<file path="config.mk">
export PLATFORM = sky130hd
export DESIGN_NAME = format_lock_ctrl
export DESIGN_NICKNAME = d
export VERILOG_FILES = /design/src/rtl/format_lock_ctrl.sv
export SDC_FILE = /design/constraint.sdc
export NUM_CORES = 1
export LEC_CHECK = 0
export CORE_UTILIZATION = 55
export DETAILED_ROUTE_END_ITERATION = 10
export HOLD_SLACK_MARGIN = 0.12
export MAX_ROUTING_LAYER = met4
export PLACE_DENSITY = 0.74
export SETUP_SLACK_MARGIN = 0.15
export SYNTH_ARGS = -nofsm -noshare
export SYNTH_HDL_FRONTEND = slang
export SYNTH_SLANG_ARGS = --single-unit
</file>
<file path="constraint.sdc">
create_clock -name clk_in -period 2.32 [get_ports clk_in]
set_clock_uncertainty 0.1 [all_clocks]
set_input_delay 0.348 -clock clk_in [delete_from_list [all_inputs] [get_ports clk_in]]
set_output_delay 0.348 -clock clk_in [all_outputs]
set_load 0.01 [all_outputs]
</file>
<file path="src/rtl/format_lock_ctrl.sv">
`timescale 1ns/1ps
// format_lock_ctrl: sequences the VSYNC-period format detector. It restarts the
// detector, debounces its results into a confirmed format/lock pair, re-checks
// periodically or on request, and flags loss of signal after repeated timeouts.
//
// Handshake: the detector reports a result as a single-cycle det_valid with
// det_type alongside. det_valid is honoured only while waiting for a result and
// there is no back-pressure; format_changed is a one-cycle pulse that
// accompanies the first cycle of a newly confirmed format.
module format_lock_ctrl #(
    parameter int TIMEOUT_CYCLES = 8_000_000,
    parameter int RECHECK_CYCLES = 50_000_000,
    parameter int CONFIRM_COUNT  = 2,
    parameter int MAX_RETRIES    = 3
) (
    input  logic clk_in,
    input  logic rst,
    input  logic det_valid,
    input  logic det_type,
    input  logic force_recheck,
    output logic det_rst,
    output logic locked,
    output logic format_out,
    output logic format_changed,
    output logic no_signal
);

    localparam int TIMER_SPAN = (TIMEOUT_CYCLES > RECHECK_CYCLES) ? TIMEOUT_CYCLES : RECHECK_CYCLES;
    localparam int TW = (TIMER_SPAN > 1) ? $clog2(TIMER_SPAN) : 1;
    localparam int AW = (CONFIRM_COUNT > 0) ? $clog2(CONFIRM_COUNT + 1) : 1;
    localparam int RW = (MAX_RETRIES > 0) ? $clog2(MAX_RETRIES + 1) : 1;

    localparam logic [TW-1:0] TIMEOUT_LAST = TW'(TIMEOUT_CYCLES - 1);
    localparam logic [TW-1:0] RECHECK_LAST = TW'(RECHECK_CYCLES - 1);
    localparam logic [AW-1:0] AGREE_DONE   = AW'(CONFIRM_COUNT);
    localparam logic [RW-1:0] RETRY_LAST   = RW'(MAX_RETRIES - 1);

    typedef enum logic [1:0] {
        KICK = 2'd0,
        WAIT = 2'd1,
        EVAL = 2'd2,
        HOLD = 2'd3
    } state_t;

    state_t        state, state_nx;
    logic [TW-1:0] timer, timer_nx;
    logic [RW-1:0] retries, retries_nx;
    logic [AW-1:0] agree, agree_nx, agree_eval;
    logic          cand, cand_nx;
    logic          cap, cap_nx;
    logic          locked_nx, format_nx, changed_nx, no_signal_nx, det_rst_nx;

    // Register the FSM state, the sequencing datapath and every output.
    always_ff @(posedge clk_in) begin
        if (rst) begin
            state          <= KICK;
            timer          <= '0;
            retries        <= '0;
            agree          <= '0;
            cand           <= 1'b0;
            cap            <= 1'b0;
            det_rst        <= 1'b1;
            locked         <= 1'b0;
            format_out     <= 1'b0;
            format_changed <= 1'b0;
            no_signal      <= 1'b0;
        end else begin
            state          <= state_nx;
            timer          <= timer_nx;
            retries        <= retries_nx;
            agree          <= agree_nx;
            cand           <= cand_nx;
            cap            <= cap_nx;
            det_rst        <= det_rst_nx;
            locked         <= locked_nx;
            format_out     <= format_nx;
            format_changed <= changed_nx;
            no_signal      <= no_signal_nx;
        end
    end

    // Next-state and next-output decisions for each phase of a detection attempt.
    always_comb begin
        state_nx     = state;
        timer_nx     = timer;
        retries_nx   = retries;
        agree_nx     = agree;
        agree_eval   = agree;
        cand_nx      = cand;
        cap_nx       = cap;
        locked_nx    = locked;
        format_nx    = format_out;
        no_signal_nx = no_signal;
        changed_nx   = 1'b0;

        case (state)
            KICK: begin
                timer_nx = '0;
                state_nx = WAIT;
            end

            WAIT: begin
                timer_nx = timer + TW'(1);
                // A result arriving on the last allowed cycle still counts.
                if (det_valid) begin
                    cap_nx   = det_type;
                    state_nx = EVAL;
                end else if (timer == TIMEOUT_LAST) begin
                    state_nx = KICK;
                    if (retries == RETRY_LAST) begin
                        locked_nx    = 1'b0;
                        no_signal_nx = 1'b1;
                        retries_nx   = '0;
                        agree_nx     = '0;
                    end else begin
                        retries_nx = retries + RW'(1);
                    end
                end
            end

            EVAL: begin
                if ((agree == '0) || (cap != cand)) begin
                    cand_nx    = cap;
                    agree_eval = AW'(1);
                end else begin
                    agree_eval = agree + AW'(1);
                end
                agree_nx   = agree_eval;
                retries_nx = '0;
                // HOLD measures its re-check interval from zero.
                timer_nx   = '0;
                if (agree_eval == AGREE_DONE) begin
                    changed_nx   = !locked || (cand_nx != format_out);
                    locked_nx    = 1'b1;
                    format_nx    = cand_nx;
                    no_signal_nx = 1'b0;
                    agree_nx     = '0;
                    state_nx     = HOLD;
                end else begin
                    state_nx = KICK;
                end
            end

            HOLD: begin
                timer_nx = timer + TW'(1);
                // Expiry and a forced request on the same cycle give one KICK.
                if ((timer == RECHECK_LAST) || force_recheck) begin
                    agree_nx = '0;
                    state_nx = KICK;
                end
            end

            default: begin
                state_nx = KICK;
            end
        endcase

        // The detector reset is high exactly while the FSM sits in KICK.
        det_rst_nx = (state_nx == KICK);
    end

endmodule
</file>
Word-level counts from Yosys, hierarchy flattened
Cells that the tools add are included.
{"block": "classes", "addsub": 3, "n_eq_ne": 14, "n_mux": 30, "bitwise_logic": 2, "reduce_logical": 17}
{"cell": "26-bit one-hot mux with 2 select lines", "count": 1}
{"cell": "2-bit two-way mux", "count": 14}
{"cell": "26-bit by 1-bit adder with 26-bit output (second input constant)", "count": 1}
{"cell": "26-bit by 23-bit == test with 1-bit output (second input constant)", "count": 1}
{"cell": "26-bit == test (second input constant)", "count": 1}
{"cell": "1-bit two-way mux", "count": 10}
{"cell": "2-bit inequality test (second input constant)", "count": 5}
{"cell": "5-bit AND reduction", "count": 2}
{"cell": "2-bit == test (second input constant)", "count": 4}
{"cell": "2-bit one-hot mux with 4 select lines", "count": 1}
{"cell": "2-bit logical NOT", "count": 3}
{"cell": "2-bit one-hot mux with 3 select lines", "count": 1}
{"cell": "2-bit by 1-bit adder with 2-bit output (second input constant)", "count": 2}
{"cell": "1-bit one-hot mux with 2 select lines", "count": 2}
{"cell": "2-bit one-hot mux with 2 select lines", "count": 1}
{"cell": "2-bit AND reduction", "count": 2}
{"cell": "2-bit OR reduction", "count": 2}
{"cell": "1-bit logical OR", "count": 3}
{"cell": "3-bit AND reduction", "count": 1}
{"cell": "3-bit nonzero test", "count": 1}
{"cell": "3-bit OR reduction", "count": 1}
{"cell": "2-bit by 1-bit == test with 1-bit output (second input constant)", "count": 1}
{"cell": "1-bit inequality test", "count": 2}
{"cell": "1-bit NOT", "count": 2}
{"cell": "other kinds (2)", "count": 2}
{"block": "word_totals", "register_bits": 39, "input_bits": 5, "out_inout_bits": 5, "word_cells": 77}

Longest topological paths before layout
Gate-level depths: netlist of the first run.
{"block": "logic_depth", "ltp_word": 8, "mapped_depth": 6, "mapped_depth_nobuf": 5}

Worst setup path before layout of the first run
OpenSTA, ideal clock, no wires.
{"block": "synth_timing", "path_kind": "register to register", "startpoint": "register timer[0]", "endpoint": "register retries[0]", "setup_ns": 0.072, "t_arrival_ns": 1.651, "required_ns": 2.148, "slack_ns": 0.497, "path_stages_with_launch": 7, "path_buffers": 1, "period_less_slack_ns": 1.823, "path_cell_list": "dfxtp_1 > ha_1 > and3_2 > clkbuf_1 > nand4b_1 > nor3_2 > mux2i_1"}
{"block": "synth_between", "elab_chain_len": 3}
{"element": "start: declaration", "line": "46", "rtl": "logic [TW-1:0] timer, timer_nx;"}
{"element": "start signal: assignment", "line": "69", "rtl": "timer <= timer_nx;"}
{"element": "26-bit by 23-bit == test with 1-bit output", "line": "108", "rtl": "end else if (timer == TIMEOUT_LAST) begin"}
{"element": "2-bit inequality test (no line)"}
{"element": "3-bit AND reduction (no line)"}
{"element": "end signal: assignment", "line": "70", "rtl": "retries <= retries_nx;"}
{"element": "end: declaration", "line": "47", "rtl": "logic [RW-1:0] retries, retries_nx;"}
No other way between the ends.
A chain may end at the register's enable or synchronous reset.

Worst setup path after layout of the first run
{"block": "layout_timing", "startpoint": "register timer[12]", "endpoint": "register det_rst"}
{"block": "layout_between", "elab_chain_len": 5, "elab_cells_between_ends": 8, "cone_classes": "eq/ne: 2; mux: 4; reduce/logical: 2"}
{"element": "26-bit by 23-bit == test with 1-bit output or 26-bit == test (tied branches)", "line": "108, 147"}
{"element": "2-bit two-way mux or 1-bit logical OR (tied branches)", "line": "108, 147"}
{"element": "2-bit two-way mux (on tied branches)", "line": "105, 147"}
{"element": "2-bit one-hot mux with 4 select lines *", "line": "96", "rtl": "case (state)"}
{"element": "2-bit logical NOT *", "line": "159", "rtl": "det_rst_nx = (state_nx == KICK);"}
{"element": "end signal: assignment", "line": "74", "rtl": "det_rst <= det_rst_nx;"}
{"element": "end: declaration", "line": "21", "rtl": "output logic det_rst,"}
Every way passes the cells marked *; elsewhere a longest branch is shown, timed or not.

==> reports/results.ini, run 1 <==
[final_layout]
fillers = 290
synthToLayoutAreaGrowth_pct = 11.5
design_area_um2 = 2190
diodes = 0
drive_gt1_share_pct = 9.13
final_nets = 247
layout.cells.non_filler = 287

[global_route]
antenna_found_initial = 0
grt_pass1_vias = 1582
grt_pass1_wl_um = 7130
grt_overflow = 0
grt_max_degree = 16
grt_use_total_pct = 26.3

[logic_synthesis]
yosysTopAreaCellShare_pct = 39.8
synth_top_family_by_area = simple AND/OR/NAND/NOR gates
synth.most_common_cell = dfxtp_1
syn_area_per_cell_um2 = 8.65
async_flop_share_pct = 0
synthXorXnorAreaFrac_pct = 5.80
ys_seq_elements = 39
synthMuxAreaShare_pct = 4.59
synth_area_leaders = dfxtp_1 40%, mux2i_1 4.6%, nor2_1 4.2%, nand4_1 3.5%, nand3_1 3.3%
synth_common_cells = 39 x dfxtp_1, 22 x nor2_1, 16 x nand2_1, 13 x nand3_1
synth_top_cell_by_area = dfxtp_1
synthDistinctLibCells = 44
synth_fa_ha_area_share_pct = 1.27
yosys_warnings = 0
synth_edf_count = 0
ys_seq_area_share_pct = 39.8
ys.flop_type = dfxtp_1
synthSimpleGateAreaFrac_pct = 34.1
mappedNetlistArea_um2 = 1960
syn_inst = 227
synth_fp_nets = 234
synth-compound-area-share_pct = 11.1

[placed_design]
gp_congestion = 0.899
dp_cells = 279
dp_hpwl_um = 3250
post-place-ws_ns = 0.290
dpl-instance-area_um2 = 2120
portBuffers = 9

[pwr]
max-vdd-ir-drop_uv = 420
power.leakage_nw = 0.726
p_per_area_nw_per_um2 = 503

[clock_network]
hold_buffers = 0
cts_tree = yes
post_cts_buffers = 0
cts.sinks = 39
cts_buffer_depth = 2
clk_pin_slew_ns = 0.12
cts-root-buf = clkbuf_4
cts_buffers = 5
clkLatencyLatePin_ns = 0.36
cts.htree.levels = 2

[drt]
dr.pass1.iters = 5
drc = 0
routed_via_density = 6.17
first_iter_violations = 218
vias = 1772
ant_nets = 0
wl_um = 4460
wl_per_cell_um = 15.5

[setup_path]
arrival_ns = 2.35
endpoint_kind = flop
cp.required_ns = 2.53
critPathLaunchType = flop
crit_fanout = 5
critPathKind = reg -> reg

[timing]
fin_crit_ns = 2.14
finalCritPeriodShare_pct = 92.0
finalSetupViolations = 0
timing.fmax_mhz = 468
tns_ns = 0
layout_setup_ws_ns = 0.185
tightestPinTransition_ns = 0.727
rsz0062_at_grt = yes
maxSlewHeadroom_pct = 50.8
fin_hold_ws_ns = 0.401
hold_viol = 0
slew_viol_final = 0

[hold_path]
hold_path.class = reg -> reg

[outcome]
status = finished clean

[die]
fp.dieW_um = 61.7
die_h_um = 61.7
core_area_um2 = 3390
rows = 21
pin_count = 10
die_area_um2 = 3810
start_util_pct = 57.9

[run]
maxCapViolCount = 0

==> metal layers <==
metal  wire, um  vias up  track usage (%)
met5          0        -                -
met3        266       11             5.80
met1       2020      829             35.1
met2       2090       66             39.0
li1           -      866                -
met4         81        0             9.52
==> flip-flops by register name (all words and copies together) (netlist names) <==
register and flops:
det_rst 1, format_out 1, no_signal 1, cap 1, timer 26, state 2
format_changed 1, cand 1, locked 1, retries 2, agree 2
==> critical path: stages, from the launching register on <==
cell and delay, ns:
dfxtp_1 0.44, nor4b_1 0.63, nand4_1 0.28, o211ai_1 0.41
o311a_1 0.23
==> timing repair <==
item                                   CTS  global route
setup endpoints to repair                0             2
gates resized for setup                  0             2
endpoints found under the hold margin    0             0
==> final timing paths <==
path	startpoint	end	slack (ns)	cells past startpoint
max	timer[12]	det_rst	0.18	4
min	timer[23]	timer[23]	0.40	2
max reg2reg	timer[12]	det_rst	0.18	4
min reg2reg	timer[23]	timer[23]	0.40	2
==> cells by family (layout without fill, tap and decap cells) <==
logic type / after synthesis / in the layout
AND/OR/NAND/NOR: 114 / 114
flip-flops: 39 / 39
AO/OA/AOI/OAI: 33 / 33
buffers and inverters: 17 / 31
XOR/XNOR: 13 / 13
multiplexers: 9 / 9
adder cells (fa/ha/maj): 2 / 2
==> report_power, final <==
part / switching, W / internal (W) / leakage [nW]
logic: 0.0000338 / 0.0000280 / 0.382
clock network: 0.000235 / 0.000117 / 0.0282
registers: 0.0000101 / 0.000677 / 0.315
==> stage by stage <==
stage / total power, W / utilization, %
global route: 0.00114 / 64.6
CTS: 0.00110 / 64.2
floorplan: 0.000737 / -
global placement: 0.000760 / 62.6
detailed placement: 0.000763 / 62.6
finish: 0.00110 / 64.6
==> placed cells by master, fill, tap and decap left out, drive strengths merged, types with 4 or more instances in the layout <==
cell,instances
nand3,13
nand4,12
nor3,4
and3,7
o31ai,4
buf,7
nand2,16
dfxtp,39
inv,7
mux2i,9
nor4,4
or3,6
a21oi,11
clkbuf,6
nor4b,5
o211ai,4
xnor2,7
nand2b,5
xor2,6
clkdlybuf4s50,9
o21ai,5
nor2,22
or4,5
==> area by class of cell <==
class / instances / area, um2 / area share (%)
flip-flops and latches: 39 / 781 / 35.7
inverters: 7 / 26.3 / 1.20
repair buffers: 16 / 143 / 6.52
well taps: 46 / 57.6 / 2.63
clock inverters: 2 / 12.5 / 0.572
multi-input cells: 171 / 1130 / 51.5
clock buffers: 6 / 41.3 / 1.89
Note: power is estimated with default switching activity, not from simulation.
==> inputs of run 2 (changes only) <==
--- a/config.mk
+++ b/config.mk
@@ -5,11 +5,13 @@
 export SDC_FILE = /design/constraint.sdc
 export NUM_CORES = 1
 export LEC_CHECK = 0
-export CORE_UTILIZATION = 55
+export CELL_PAD_IN_SITES_DETAIL_PLACEMENT = 0
+export CELL_PAD_IN_SITES_GLOBAL_PLACEMENT = 1
+export CORE_UTILIZATION = 45
 export DETAILED_ROUTE_END_ITERATION = 10
 export HOLD_SLACK_MARGIN = 0.12
 export MAX_ROUTING_LAYER = met4
-export PLACE_DENSITY = 0.74
+export PLACE_DENSITY_LB_ADDON = 0.1
 export SETUP_SLACK_MARGIN = 0.15
 export SYNTH_ARGS = -nofsm -noshare
 export SYNTH_HDL_FRONTEND = slang
==> run 2 against run 1 <==
  * Wire length is 0.34% higher
  * Setup slack better by 0.14 ns
  * Clock power is 53% higher
  * Combinational power is 3.2% lower
  * Count of clock-buffer cells in the layout stayed put
  * Hold slack better by 0.0023 ns
  * Sequential cell count stayed put
  * Critical path type unchanged
  * Critical endpoint is now timer[22]
==> reports/results.ini, run 2 (synthesized netlist as in run 1, its figures left out) <==
[die]
die_h_um = 68.1  ; +10%
fp.dieW_um = 68.1  ; +10%
pin_count = 10  ; unchanged
rows = 23  ; +9.5%
start_util_pct = 48.0  ; -9.9 points
core_area_um2 = 4090  ; +21%
die_area_um2 = 4630  ; +21%

[drt]
routed_via_density = 5.93  ; -4.0%
dr.pass1.iters = 4  ; -1
first_iter_violations = 135  ; -38%
vias = 1719  ; -3.0%
ant_nets = 0  ; unchanged
wl_um = 4470  ; +0.34%
wl_per_cell_um = 15.4  ; -0.70%
drc = 0  ; unchanged

[final_layout]
final_common_cell = dfxtp_1
drive_gt1_share_pct = 8.33  ; -0.80 points
layout.cells.non_filler = 290  ; +1.0%
final_nets = 247  ; unchanged
mostFrequentLayoutCells = 39 x dfxtp_1, 22 x nor2_1, 16 x nand2_1
synthToLayoutAreaGrowth_pct = 13.9
regMostFlops = timer
diodes = 0  ; unchanged
largest_reg_flops = 26  ; unchanged

[clock_network]
clkLatencyLatePin_ns = 0.29  ; -0.07 ns
clk_pin_slew_ns = 0.07  ; -0.05 ns
cts.htree.levels = 2  ; unchanged
cts.sinks = 39  ; unchanged
cts_buffers = 5  ; unchanged
cts_buffer_depth = 2  ; unchanged
cts-root-buf = clkbuf_8
cts_tree = yes

[run]
maxCapViolCount = 0  ; unchanged

[timing]
finalSetupViolations = 0  ; unchanged
timing.fmax_mhz = 500  ; +6.8%
fin_crit_ns = 2.00  ; -0.136 ns
tns_ns = 0  ; unchanged
rsz0062_at_grt = no
finalCritPeriodShare_pct = 86.2  ; -5.8 points
slew_viol_final = 0  ; unchanged
tightestPinTransition_ns = 0.498  ; -0.229 ns
layout_setup_ws_ns = 0.320  ; +0.136 ns
hold_viol = 0  ; unchanged
fin_hold_ws_ns = 0.403  ; +0.00229 ns
maxSlewHeadroom_pct = 66.5  ; +16 points

[global_route]
grt_pass1_vias = 1475  ; -6.8%
busiest_layer = met1
grt_pass1_wl_um = 7200  ; +0.87%
grt_overflow = 0  ; unchanged
grt_use_met1_pct = 31.2  ; -3.9 points
grt_max_degree = 16  ; unchanged
antenna_found_initial = 0  ; unchanged
use_met2_pct = 30.3  ; -8.7 points
use_met3_pct = 5.17  ; -0.63 points
grt_use_total_pct = 21.9  ; -4.3 points

[pwr]
power_frac_clock_pct = 42.0  ; +10 points
power.leakage_nw = 0.749  ; +3.3%
p_per_area_nw_per_um2 = 575  ; +14%
p_comb_share_pct = 4.7  ; -0.9 points
swShare_pct = 20.8  ; -4.5 points
max-vdd-ir-drop_uv = 312  ; -26%
sequentialPowerShare_pct = 53.4  ; -9.0 points
p_int_w = 0.00102  ; +24%
p_switching_w = 0.000267  ; -4.1%

[setup_path]
crit_chain = ha_1, and3_2, nand3_1, or4_1, mux2i_1
slowest_delay_ns = 0.55  ; -0.08 ns
cp.required_ns = 2.39  ; -0.14 ns
endpoint_kind = flop
crit_fanout = 7  ; +2
slowest_stage = or4_1
path_delay_family = simple AND/OR/NAND/NOR gates
ff2ff_setup_slack_ns = 0.32  ; +0.14 ns
critPathLaunchType = flop
critPathKind = reg -> reg
arrival_ns = 2.07  ; -0.28 ns
worst-path-buf-inv = 0  ; unchanged

[hold_path]
hold_path.class = reg -> reg

[outcome]
status = finished clean

[placed_design]
portBuffers = 9  ; unchanged
dp_cells = 283  ; +1.4%
gp_congestion = 0.840  ; -6.6%
post-place-ws_ns = 0.303  ; +0.0138 ns
dp_hpwl_um = 3310  ; +2.0%

## run 2: cell count changes in the layout (fill, tap and decap cells not counted)
cell | previous run | this run
bufinv_16 | 0 | 1
clkinvlp_4 | 1 | 0
clkbuf_8 | 0 | 5
nor4_1 | 3 | 4
clkinv_2 | 1 | 0
nor4_2 | 1 | 0
clkbuf_4 | 5 | 0
## run 2: final timing paths
check | start | depth (start not counted) | endpoint
setup / recovery | timer[0] | 5 | timer[22]
hold / removal | timer[23] | 2 | timer[23]
setup reg to reg | timer[0] | 5 | timer[22]
hold reg to reg | timer[23] | 2 | timer[23]
## run 2: worst reg2reg max path: stages (launching register included)
cell     delay (ns)
dfxtp_1        0.43
ha_1           0.23
and3_2         0.21
nand3_1        0.23
or4_1          0.55
mux2i_1        0.14
## run 2: final cells by class
| cell class | count | area (um2) |
|---|---|---|
| Clock inverter | 1 | 30.0 |
| Multi-Input combinational cell | 171 | 1120 |
| Sequential cell | 39 | 781 |
| Timing Repair Buffer | 16 | 143 |
| Tap cell | 50 | 62.6 |
| Fill cell | 392 | 1850 |
| Clock buffer | 6 | 72.6 |
| Inverter | 7 | 26.3 |
## run 2: through the flow
step | power (W) | utilization (%) | cell area (um2)
final | 0.00129 | 54.7 | 2240
after global routing | 0.00134 | 54.7 | 2240
after CTS | 0.00130 | 54.6 | 2230
after detailed placement | 0.000762 | 52.1 | 2130
after global placement | 0.000759 | 52.1 | 2130
after floorplan | 0.000737 | - | 1960
## run 2: what timing repair did
| item | 4_1_cts | 5_1_grt |
|---|---|---|
| hold buffers | 0 | 0 |
| buffers inserted | 0 | 0 |
| endpoints found under the setup margin | 0 | 1 |
| gates resized for setup | 0 | 1 |
## run 2: power groups by stage
stage | Clock (W) | Sequential [W] | Combinational (W)
after floorplan | 0 | 0.000699 | 0.0000371
after global placement | 0 | 0.000701 | 0.0000578
after detailed placement | 0 | 0.000702 | 0.0000597
after CTS | 0.000555 | 0.000686 | 0.0000599
after global routing | 0.000585 | 0.000687 | 0.0000663
final | 0.000540 | 0.000686 | 0.0000598
## run 2: per-layer routing
| layer | part of all wire (%) | up-vias | wire length, um |
|---|---|---|---|
| met5 | 0 | - | 0 |
| met4 | 1.1 | 0 | 48 |
| met3 | 4.8 | 6 | 216 |
| met2 | 46 | 45 | 2060 |
| met1 | 48 | 811 | 2150 |
| li1 | - | 857 | - |
==> inputs of run 3 (changes only) <==
--- a/config.mk
+++ b/config.mk
@@ -5,9 +5,11 @@
 export SDC_FILE = /design/constraint.sdc
 export NUM_CORES = 1
 export LEC_CHECK = 0
+export CAP_MARGIN = 40
 export CELL_PAD_IN_SITES_DETAIL_PLACEMENT = 0
 export CELL_PAD_IN_SITES_GLOBAL_PLACEMENT = 1
-export CORE_UTILIZATION = 45
+export CORE_UTILIZATION = 47
+export CTS_BUF_LIST = sky130_fd_sc_hd__clkbuf_8
 export DETAILED_ROUTE_END_ITERATION = 10
 export HOLD_SLACK_MARGIN = 0.12
 export MAX_ROUTING_LAYER = met4
==> run 3 against run 2 <==
  * Wire length is 1.9% lower
  * Global-route usage is 0.89 points higher
  * Non-clock buffer count stayed put
  * Combinational power is 0.8% higher
  * Sequential share of layout area is 0.22 points higher
  * Count of clock-buffer cells in the layout is 1 lower
  * Sequential cell count stayed put
  * Total power is 6.4% lower
  * Register-to-register slack better by 0.05 ns
  * Via count is 0.81% higher
  * First-iteration DRC count is 0.74% higher
  * Fmax is 2.5% higher
==> reports/results.ini, run 3 (synthesized netlist as in run 1, its figures left out) <==
[drt]
routed_via_density = 5.96  ; +0.47%
first_iter_violations = 136  ; +0.74%
ant_nets = 0  ; unchanged
drc = 0  ; unchanged
vias = 1733  ; +0.81%
wl_per_cell_um = 15.1  ; -2.3%
dr.pass1.iters = 5  ; +1
wl_um = 4390  ; -1.9%

[hold_path]
hold-path-cell-count = 1  ; -1
hold_path.class = reg -> reg
min_from = timer[0]
hold_end = timer[0]

[die]
rows = 23  ; unchanged
pin_count = 10  ; unchanged
start_util_pct = 49.1  ; +1.0 points
core_area_um2 = 4000  ; -2.1%
die_h_um = 66.6  ; -2.1%
die_area_um2 = 4440  ; -4.1%
fp.dieW_um = 66.6  ; -2.1%

[setup_path]
crit_fanout = 8  ; +1
crit_chain = nand4_4, or3_1, or4_1, a21oi_1
worstRegToRegCells = 4  ; -1
worst-path-buf-inv = 0  ; unchanged
cp.required_ns = 2.44  ; +0.05 ns
slowest_stage = or4_1
rr_endpoint = timer[17]
critPathKind = reg -> reg
path_depth = 4  ; -1
ff2ff_setup_slack_ns = 0.37  ; +0.05 ns
critPathLaunchType = flop
worstReg2RegStart = timer[2]
arrival_ns = 2.07  ; about the same
slowest_delay_ns = 0.53  ; -0.02 ns
path_delay_family = simple AND/OR/NAND/NOR gates
endpoint_kind = flop

[timing]
hold_viol = 0  ; unchanged
fin_crit_ns = 1.95  ; -0.0486 ns
timing.fmax_mhz = 513  ; +2.5%
slew_viol_final = 0  ; unchanged
finalCritPeriodShare_pct = 84.1  ; -2.1 points
rsz0062_at_grt = no
tightestPinTransition_ns = 0.555  ; +0.0567 ns
maxSlewHeadroom_pct = 62.7  ; -3.8 points
finalSetupViolations = 0  ; unchanged
tns_ns = 0  ; unchanged

[final_layout]
final_common_cell = dfxtp_1
final_nets = 247  ; unchanged
drive_gt1_share_pct = 9.13  ; +0.80 points
regMostFlops = timer
diodes = 0  ; unchanged
fillers = 377  ; -3.8%
mostFrequentLayoutCells = 39 x dfxtp_1, 22 x nor2_1, 16 x nand2_1
largest_reg_flops = 26  ; unchanged
utilization_pct = 55.6  ; +0.84 points
synthToLayoutAreaGrowth_pct = 13.2

[clock_network]
cts.sinks = 39  ; unchanged
cts_tree = yes
cts-root-buf = clkbuf_8
post_cts_buffers = 0  ; unchanged
cts_buffers = 5  ; unchanged
clk_pin_slew_ns = 0.08  ; about the same
clkLatencyLatePin_ns = 0.29  ; about the same
cts.htree.levels = 2  ; unchanged
cts_buffer_depth = 2  ; unchanged

[placed_design]
gp_congestion = 0.846  ; +0.71%
portBuffers = 9  ; unchanged
dp_hpwl_um = 3220  ; -2.6%

[pwr]
max-vdd-ir-drop_uv = 378  ; +21%
power.leakage_nw = 0.738  ; -1.5%
p_per_area_nw_per_um2 = 542  ; -5.8%

[global_route]
grt_pass1_wl_um = 7420  ; +3.2%
grt_pass1_vias = 1556  ; +5.5%
grt_use_total_pct = 22.8  ; +0.89 points
antenna_found_initial = 0  ; unchanged
grt_max_degree = 16  ; unchanged
grt_overflow = 0  ; unchanged

[outcome]
status = finished clean

[run]
maxCapViolCount = 0  ; unchanged

[run 3: how the worst max path moves through the flow]
stage	from	to	slack (ns)
2_1_floorplan	timer[0]	retries[0]	0.50
3_3_place_gp	timer[9]	timer[22]	0.39
3_5_place_dp	timer[9]	timer[22]	0.32
4_1_cts	timer[9]	timer[22]	0.28
5_1_grt	timer[0]	timer[22]	0.22
6_report	timer[2]	timer[17]	0.37
[run 3: stage by stage]
step	cells	setup WS [ns]	power, W	cell area (um2)	hold WS (ns)
detailed placement	283	0.316	0.000761	2130	0.382
floorplan	227	0.497	0.000737	1960	0.351
CTS	291	0.278	0.00121	2220	0.400
finish	291	0.369	0.00120	2220	0.395
global route	291	0.219	0.00125	2220	0.418
global placement	283	0.388	0.000759	2130	0.373
[run 3: power by group]
part | internal [W] | switching [W] | total [W] | leakage (nW)
Combinational | 0.0000268 | 0.0000335 | 0.0000603 | 0.383
Sequential | 0.000676 | 0.00000952 | 0.000685 | 0.315
Clock | 0.000209 | 0.000249 | 0.000458 | 0.0402
[run 3: final cells by class]
type | count | area (um2) | area share (%)
clock buffers | 5 | 68.8 | 3.10
well taps | 50 | 62.6 | 2.82
flip-flops and latches | 39 | 781 | 35.1
repair buffers | 16 | 143 | 6.42
multi-input cells | 171 | 1120 | 50.5
inverters | 7 | 26.3 | 1.18
clock inverters | 3 | 20.0 | 0.901
[run 3: worst reg2reg max path: stages, from the launching register on]
cell and delay, ns:
dfxtp_1 0.42, nand4_4 0.16, or3_1 0.50, or4_1 0.53, a21oi_1 0.17
[run 3: routing by layer]
metal	wire [um]	GRT usage, %	up-vias
met4	24	7.98	0
met3	248	5.14	2
met2	2030	32.8	48
met1	2080	31.2	817
met5	0	-	-
li1	-	-	866
[run 3: repair_timing]
action                     in CTS  in global routing
gates resized for setup         0                  1
hold buffers                    0                  0
setup endpoints to repair       0                  1
